===== src/rtl/pipe_pkg.sv =====
// Shared types and default sizing for the pipe_stage skid-buffer slice.
package pipe_pkg;

  typedef enum logic [1:0] {
    EMPTY = 2'b00,
    ONE   = 2'b01,
    FULL  = 2'b10
  } state_e;

  localparam int DEFAULT_WIDTH = 32;
  localparam int DEFAULT_CNT_W = 16;

endpackage


===== src/rtl/sat_counter.sv =====
// Saturating up-counter; sticks at all-ones and only reset clears it.
module sat_counter #(
  parameter int W = 16
) (
  input  logic         clk,
  input  logic         reset,
  input  logic         inc,
  output logic [W-1:0] count
);

  logic [W-1:0] count_q;
  logic [W-1:0] count_d;

  function automatic logic [W-1:0] sat_inc(input logic [W-1:0] v);
    return (&v) ? v : v + {{(W-1){1'b0}}, 1'b1};
  endfunction

  always_comb begin
    count_d = count_q;
    if (inc) count_d = sat_inc(count_q);
  end

  always_ff @(posedge clk) begin
    if (reset) count_q <= '0;
    else       count_q <= count_d;
  end

  assign count = count_q;

endmodule


===== src/rtl/pipe_stage.sv =====
// Valid/ready pipeline stage with a skid register so in_ready is fully registered.
// Define PIPE_STAT_EN to add the stall_cnt / bubble_cnt statistics ports.
module pipe_stage
  import pipe_pkg::*;
#(
  parameter int WIDTH = DEFAULT_WIDTH,
  parameter int CNT_W = DEFAULT_CNT_W
) (
  input  logic             clk,
  input  logic             reset,
  input  logic             flush,
  input  logic             in_valid,
  output logic             in_ready,
  input  logic [WIDTH-1:0] in_msg,
  output logic             out_valid,
  input  logic             out_ready,
  output logic [WIDTH-1:0] out_msg
`ifdef PIPE_STAT_EN
  ,
  output logic [CNT_W-1:0] stall_cnt,
  output logic [CNT_W-1:0] bubble_cnt
`endif
);

  if (WIDTH < 1 || CNT_W < 1) begin : g_bad_param
    $error("pipe_stage: WIDTH and CNT_W must be positive");
  end

  state_e           state_q, state_d;
  logic [WIDTH-1:0] main_q, main_d;
  logic [WIDTH-1:0] skid_q, skid_d;
  logic             in_fire;
  logic             out_fire;

  // Ready depends only on registered state, never on out_ready.
  assign in_ready  = (state_q != FULL) & ~reset;
  assign out_valid = (state_q != EMPTY);
  assign out_msg   = main_q;
  assign in_fire   = in_valid & in_ready;
  assign out_fire  = out_valid & out_ready;

  always_comb begin
    state_d = state_q;
    main_d  = main_q;
    skid_d  = skid_q;
    case (state_q)
      EMPTY: begin
        if (in_fire) begin
          state_d = ONE;
          main_d  = in_msg;
        end
      end
      ONE: begin
        case ({in_fire, out_fire})
          2'b11: main_d = in_msg;
          2'b10: begin
            state_d = FULL;
            skid_d  = in_msg;
          end
          2'b01: state_d = EMPTY;
          default: ;
        endcase
      end
      FULL: begin
        if (out_fire) begin
          state_d = ONE;
          main_d  = skid_q;
        end
      end
      default: state_d = EMPTY;
    endcase
    // Flush wins over both handshakes; the accepted input is simply dropped.
    if (flush) begin
      state_d = EMPTY;
      main_d  = '0;
      skid_d  = '0;
    end
  end

  always_ff @(posedge clk) begin
    if (reset) begin
      state_q <= EMPTY;
      main_q  <= '0;
      skid_q  <= '0;
    end else begin
      state_q <= state_d;
      main_q  <= main_d;
      skid_q  <= skid_d;
    end
  end

`ifdef PIPE_STAT_EN
  sat_counter #(.W(CNT_W)) u_stall_cnt (
    .clk   (clk),
    .reset (reset),
    .inc   (out_valid & ~out_ready),
    .count (stall_cnt)
  );

  sat_counter #(.W(CNT_W)) u_bubble_cnt (
    .clk   (clk),
    .reset (reset),
    .inc   (~out_valid),
    .count (bubble_cnt)
  );
`endif

endmodule


===== config.mk =====
export PLATFORM = sky130hd
export DESIGN_NAME = pipe_stage
export DESIGN_NICKNAME = d
export VERILOG_FILES = /design/src/rtl/pipe_pkg.sv /design/src/rtl/sat_counter.sv /design/src/rtl/pipe_stage.sv
export SDC_FILE = /design/constraint.sdc
export NUM_CORES = 1
export LEC_CHECK = 0
export ABC_AREA = 1
export CORE_UTILIZATION = 65
export DETAILED_ROUTE_END_ITERATION = 16
export DONT_BUFFER_PORTS = 1
export GPL_TIMING_DRIVEN = 0
export PLACE_DENSITY = 0.81
export SETUP_SLACK_MARGIN = 0.15
export SYNTH_ARGS = -nofsm -noshare
export SYNTH_HDL_FRONTEND = slang
export SYNTH_SLANG_ARGS = --single-unit

===== constraint.sdc =====
create_clock -name clk -period 4.4 [get_ports clk]
set_input_delay 0.22 -clock clk [delete_from_list [all_inputs] [get_ports clk]]
set_output_delay 0.22 -clock clk [all_outputs]
set_load 0.02 [all_outputs]

==> results.yml, run 1 <==
detailed_routing:
  ant_nets: 0
  num_vias: 2660
  wl_per_cell_um: 12.4
  dr.pass1.iters: 4
  drc: 0
  first_iter_violations: 179
  viasPerCell: 5.23
  drt_wl_total_um: 6310
flow_run:
  drv_cap: 0
die:
  die_w_um: 69.4
  io_pins: 71
  initial_core_util: 0.678
  core_region_area_um2: 4350
  die_h_um: 69.4
  rows: 24
  die_area_um2: 4810
sta:
  skew_ps: 4.73
  max-slew-margin-rel: 0.690
  setup_viol: 0
  fin_setup_tns_ps: 0
  finalCriticalPeriod_ps: 1870
  max_freq_ghz: 0.535
  tightest_slew_ps: 465
  hold_viol: 0
  whs_ps: 75.9
  slew_violations: 0
  rsz0062_at_grt: "false"
  fin_crit_sh: 0.425
logic_synthesis:
  yosys_warnings: 0
  netlist_area_um2: 2950
  synthXorXnorAreaFrac: 0
  synth_seq_area_share: 0.448
  synth_top_family_by_area: "simple AND/OR/NAND/NOR gates"
  synth_area_per_cell_um2: 6.67
  yosys_register_bits: 66
  syn_nets: 482
  syn_inst: 442
  synth.distinct_cells: 18
  synthAdderAreaFrac: 0.0127
  synth-simple-area-share: 0.236
  synth-compound-area-share: 0.167
  synthMuxAreaShare: 0
min_path:
  hold_class: "input pin to register"
setup_path:
  cp_data_arrival_time_ps: 2130
  critical_path_class: "register to register"
  setup.worst_path.end_class: "register"
  crit_fanout: 10
  start_kind: "register"
  crit_required_ps: 4660
pwr:
  pwr-share-clk: 0.375
  p_comb_frac: 0.088
  switching_share: 0.259
  pwr_density_cell_nw_per_um2: 372
  power_frac_seq: 0.538
  peakVddDrop_mv: 0.278
  p_leak_uw: 0.00142
  switchingPower_uw: 307
  p_int_uw: 879
cts:
  cts-resized-gates: 0
  post_cts_buffers: 0
  path_clk_slew_ps: 70
  cts_buffers: 9
  cts_tree: "yes"
  htreeDepth: 3
  cts-hold-fix-buffers: 0
  cts_sinks: 66
  cts-root-buf: "clkbuf_8"
  clock_path_buffers: 2
  clkLatencyLatePin_ps: 340
layout:
  final_cell_mix: "nand2_1 (99), inv_1 (71), nor2_1 (71)"
  fill_cells: 363
  layout_commonest_cell: "nand2_1"
  drive_gt1_frac: 0.0700
  fin_util: 0.732
  nNetsFinal: 493
  synthToLayoutAreaGrowth_pct: 7.97
  diodes: 0
grt:
  antenna_found_initial: 0
  grt.total_usage: 0.276
  grt_max_degree: 11
  grt_remaining_overflow: 0
  grt_pass1_wl_um: 10600
  grt_pass1_vias: 2556
outcome:
  status: "complete, no violations"
placed_design:
  port-buffer-count: 0
  dp.final_hpwl_um: 4310
  routabilityCongestion: 0.796
==> power by group through the flow <==
stage / registers [uW] / logic, uW / clock network [uW]
floorplan: 649 / 84.4 / 0
global placement: 651 / 101 / 0
detailed placement: 651 / 104 / 0
CTS: 638 / 105 / 450
global route: 639 / 121 / 472
finish: 638 / 104 / 444
==> cells in the mapped netlist (all sizes together) <==
cell type | count | area, um^2
nor2 | 71 | 267
buf | 12 | 80.1
inv | 72 | 270
nand2 | 103 | 397
a21oi | 33 | 165
clkbuf | 14 | 52.6
a21boi | 1 | 7.51
nand3 | 3 | 32.5
o21ai | 64 | 320
dfxtp | 66 | 1320
ha | 3 | 37.5
==> kinds of logic after synthesis <==
group / count (synthesis)
simple gates: 177
compound gates: 98
flops: 66
buf+inv: 98
fa+ha+maj: 3
==> per-stage QoR <==
stage,std cells,setup slack [ps],cell area (um^2),power (uW)
2_1_floorplan,442,2920,2950,734
3_5_place_dp,494,2580,3020,755
5_1_grt,509,2360,3190,1230
4_1_cts,509,2550,3190,1190
6_report,509,2530,3190,1190
3_3_place_gp,494,2640,3020,752
==> critical path: stages, from the launching register on <==
cell and delay [ps]:
dfxtp_1 380, nor2_1 100, nor2_1 190, inv_1 70, ha_1 210, nand2_2 160
clkbuf_1 360, o21ai_0 160, a21oi_1 160
==> flip-flops by register name, summed over array words and instances (netlist names) <==
| register | cells |
|---|---|
| state_q | 2 |
| out_msg | 32 |
| skid_q | 32 |
==> per-layer routing <==
layer	global-route usage	wire length [um]
met3	0.0770	447
met1	0.321	2730
met5	0	0
met4	0.179	192
met2	0.446	2940
==> path summary, 6_finish.rpt <==
check             cells after the start  slack, ps         end       start
setup / recovery                      8       2530  skid_q[28]  state_q[1]
hold / removal                        2         80   skid_q[1]   in_msg[1]
setup reg to reg                      8       2530  skid_q[28]  state_q[1]
hold reg to reg                       2        450  skid_q[15]  skid_q[15]
==> area by class of cell <==
type	instances	area (um^2)	area share
Tap cell	52	65.1	0.0204
Clock buffer	12	155	0.0487
Multi-Input combinational cell	278	1230	0.385
Sequential cell	66	1320	0.415
Buffer	26	133	0.0416
Clock inverter	3	15.0	0.00471
Inverter	72	270	0.0848
(Power assumes the default switching activity.)
==> inputs of run 2 (changes only) <==
--- a/config.mk
+++ b/config.mk
@@ -6,11 +6,11 @@
 export NUM_CORES = 1
 export LEC_CHECK = 0
 export ABC_AREA = 1
-export CORE_UTILIZATION = 65
+export CORE_UTILIZATION = 62
 export DETAILED_ROUTE_END_ITERATION = 16
 export DONT_BUFFER_PORTS = 1
 export GPL_TIMING_DRIVEN = 0
-export PLACE_DENSITY = 0.81
+export PLACE_DENSITY = 0.78
 export SETUP_SLACK_MARGIN = 0.15
 export SYNTH_ARGS = -nofsm -noshare
 export SYNTH_HDL_FRONTEND = slang
==> constraint.sdc (replaced) <==
create_clock -name clk -period 1.9 [get_ports clk]
set_input_delay 0.095 -clock clk [delete_from_list [all_inputs] [get_ports clk]]
set_output_delay 0.095 -clock clk [all_outputs]
set_load 0.02 [all_outputs]
==> run 2 against run 1 <==
Non-clock buffer count is 32 higher. Global-route usage is 1.6 points higher. Die area is 4.7% higher. Critical endpoint is now out_msg[21]. Largest power group unchanged. The run now ends with DRC left. Clock-buffer cell count is 1 lower. Sequential power is 130% higher. Setup slack worse by 2300 ps. Critical path type unchanged. Total power is 150% higher. Register-to-register slack worse by 2300 ps. Utilization is 6.5 points higher.
==> results.yml, run 2 (synthesized netlist as in run 1, its figures left out) <==
detailed_routing:
  dr.pass1.iters: 10
  num_vias: 2819
  wl_per_cell_um: 13.1
  drt_wl_total_um: 7110
  drc: 5
  ant_nets: 0
  first_iter_violations: 167
  viasPerCell: 5.19
grt:
  grt_pass1_vias: 2670
  grt_pass1_wl_um: 11500
  grt.total_usage: 0.293
  antenna_found_initial: 0
  grt_remaining_overflow: 0
  grt_max_degree: 12
placed_design:
  placed_cell_area_um2: 3020
  routabilityCongestion: 0.772
  port-buffer-count: 0
  dp_cells: 494
  dp.final_hpwl_um: 4270
cts:
  clkLatencyLatePin_ps: 340
  cts_sinks: 66
  cts_tree: "yes"
  cts_buffers: 9
  htreeDepth: 3
  clock_path_buffers: 2
  path_clk_slew_ps: 70
  cts-root-buf: "clkbuf_8"
pwr:
  p_leak_uw: 0.00159
  peakVddDrop_mv: 0.728
  pwr_density_cell_nw_per_um2: 831
setup_path:
  cp_data_arrival_time_ps: 1850
  reg2reg_depth: 11
  crit_fanout: 10
  crit_required_ps: 2130
  rr_endpoint: "out_msg[21]"
  reg2reg_slack_ps: 280
  critical_path_class: "register to register"
  reg2reg_from: "state_q[0]"
  setup.worst_path.end_class: "register"
  start_kind: "register"
min_path:
  hold_class: "input pin to register"
  hp-start: "in_msg[22]"
  whs_path_depth: 2
  holdPathEnd: "skid_q[22]"
die:
  core_region_area_um2: 4470
  rows: 24
  die_w_um: 71.0
  die_h_um: 71.0
  io_pins: 71
  die_area_um2: 5040
  initial_core_util: 0.659
layout:
  layout_commonest_cell: "nand2_1"
  design_area_um2: 3560
  diodes: 0
  drive_gt1_frac: 0.0937
  final_cell_mix: "nand2_1 (98), inv_1 (71), nor2_1 (69)"
  finalNonFillerCells: 543
  nNetsFinal: 526
  synthToLayoutAreaGrowth_pct: 20.7
outcome:
  status: "finished, violations left"
  violations: "DRC"
flow_run:
  drv_cap: 0
sta:
  finalCriticalPeriod_ps: 1620
  max-slew-margin-rel: 0.613
  max_freq_ghz: 0.616
  fin_crit_sh: 0.854
  skew_ps: 7.28
  fin_setup_tns_ps: 0
  slew_violations: 0
  hold_viol: 0
  tightest_slew_ps: 580
  setup_viol: 0
  rsz0062_at_grt: "false"
-- run 2: cell types whose count changed in the layout (fill, tap and decap cells not counted), moves of 2 or more --
| cell | change |
|---|---|
| buf_4 | +4 |
| clkbuf_1 | -5 |
| clkbuf_2 | +3 |
| clkbuf_4 | +2 |
| dlygate4sd3_1 | +30 |
| nor2_1 | -2 |
| nor2_2 | +2 |
-- run 2: cell type report --
cell class	count	area [um^2]
fillers	331	912
inverters	72	270
well taps	52	65.1
flip-flops and latches	66	1320
clock buffers	11	141
plain buffers	26	150
repair buffers	32	315
clock inverters	5	53.8
multi-input cells	279	1240
-- run 2: routing by layer --
layer / vias to the layer above / global-route usage / wire length [um]
li1: 1430 / - / -
met1: 1287 / 0.354 / 3040
met2: 89 / 0.500 / 3530
met3: 13 / 0.0627 / 467
met4: 0 / 0.133 / 75
met5: - / 0 / 0
-- run 2: power by group --
part | internal (uW) | switching, uW | leakage [uW] | total (uW)
logic | 135 | 177 | 0.000950 | 312
clock network | 638 | 535 | 0.000103 | 1170
registers | 1420 | 57.7 | 0.000535 | 1480
total | 2190 | 770 | 0.00159 | 2960
-- run 2: critical path, cell delays in order (launching register included) --
cell     delay, ps
dfxtp_2        370
inv_2           60
nand2_2         80
nand3_2        100
inv_1           90
ha_1           160
nand2_1         60
nand2_2         90
nand3_4        110
buf_4          200
nor2_1         130
nor2_1          70
-- run 2: per-stage QoR --
stage | worst slack (ps) | utilization | total power [uW] | hold slack [ps]
floorplan | 420 | - | 1700 | 270
global route | 153 | 0.796 | 3060 | 19.9
detailed placement | 46.7 | 0.674 | 1750 | 273
global placement | 134 | 0.674 | 1740 | 272
CTS | 169 | 0.784 | 2950 | 1.94
finish | 277 | 0.796 | 2960 | 4.08
-- run 2: worst max path at each step --
stage	start	endpoint	cells past startpoint
floorplan	state_q[1]	skid_q[24]	8
global placement	state_q[1]	skid_q[29]	8
detailed placement	state_q[1]	skid_q[20]	8
CTS	state_q[1]	skid_q[22]	8
global route	state_q[0]	out_msg[30]	12
finish	state_q[0]	out_msg[21]	11
-- run 2: repair_timing --
item,CTS,global route
pin swaps,0,1
endpoints found under the setup margin,30,59
cloned,0,1
hold buffers,29,1
endpoints found under the hold margin,29,1
setup buffers,0,2
resized for setup,6,13
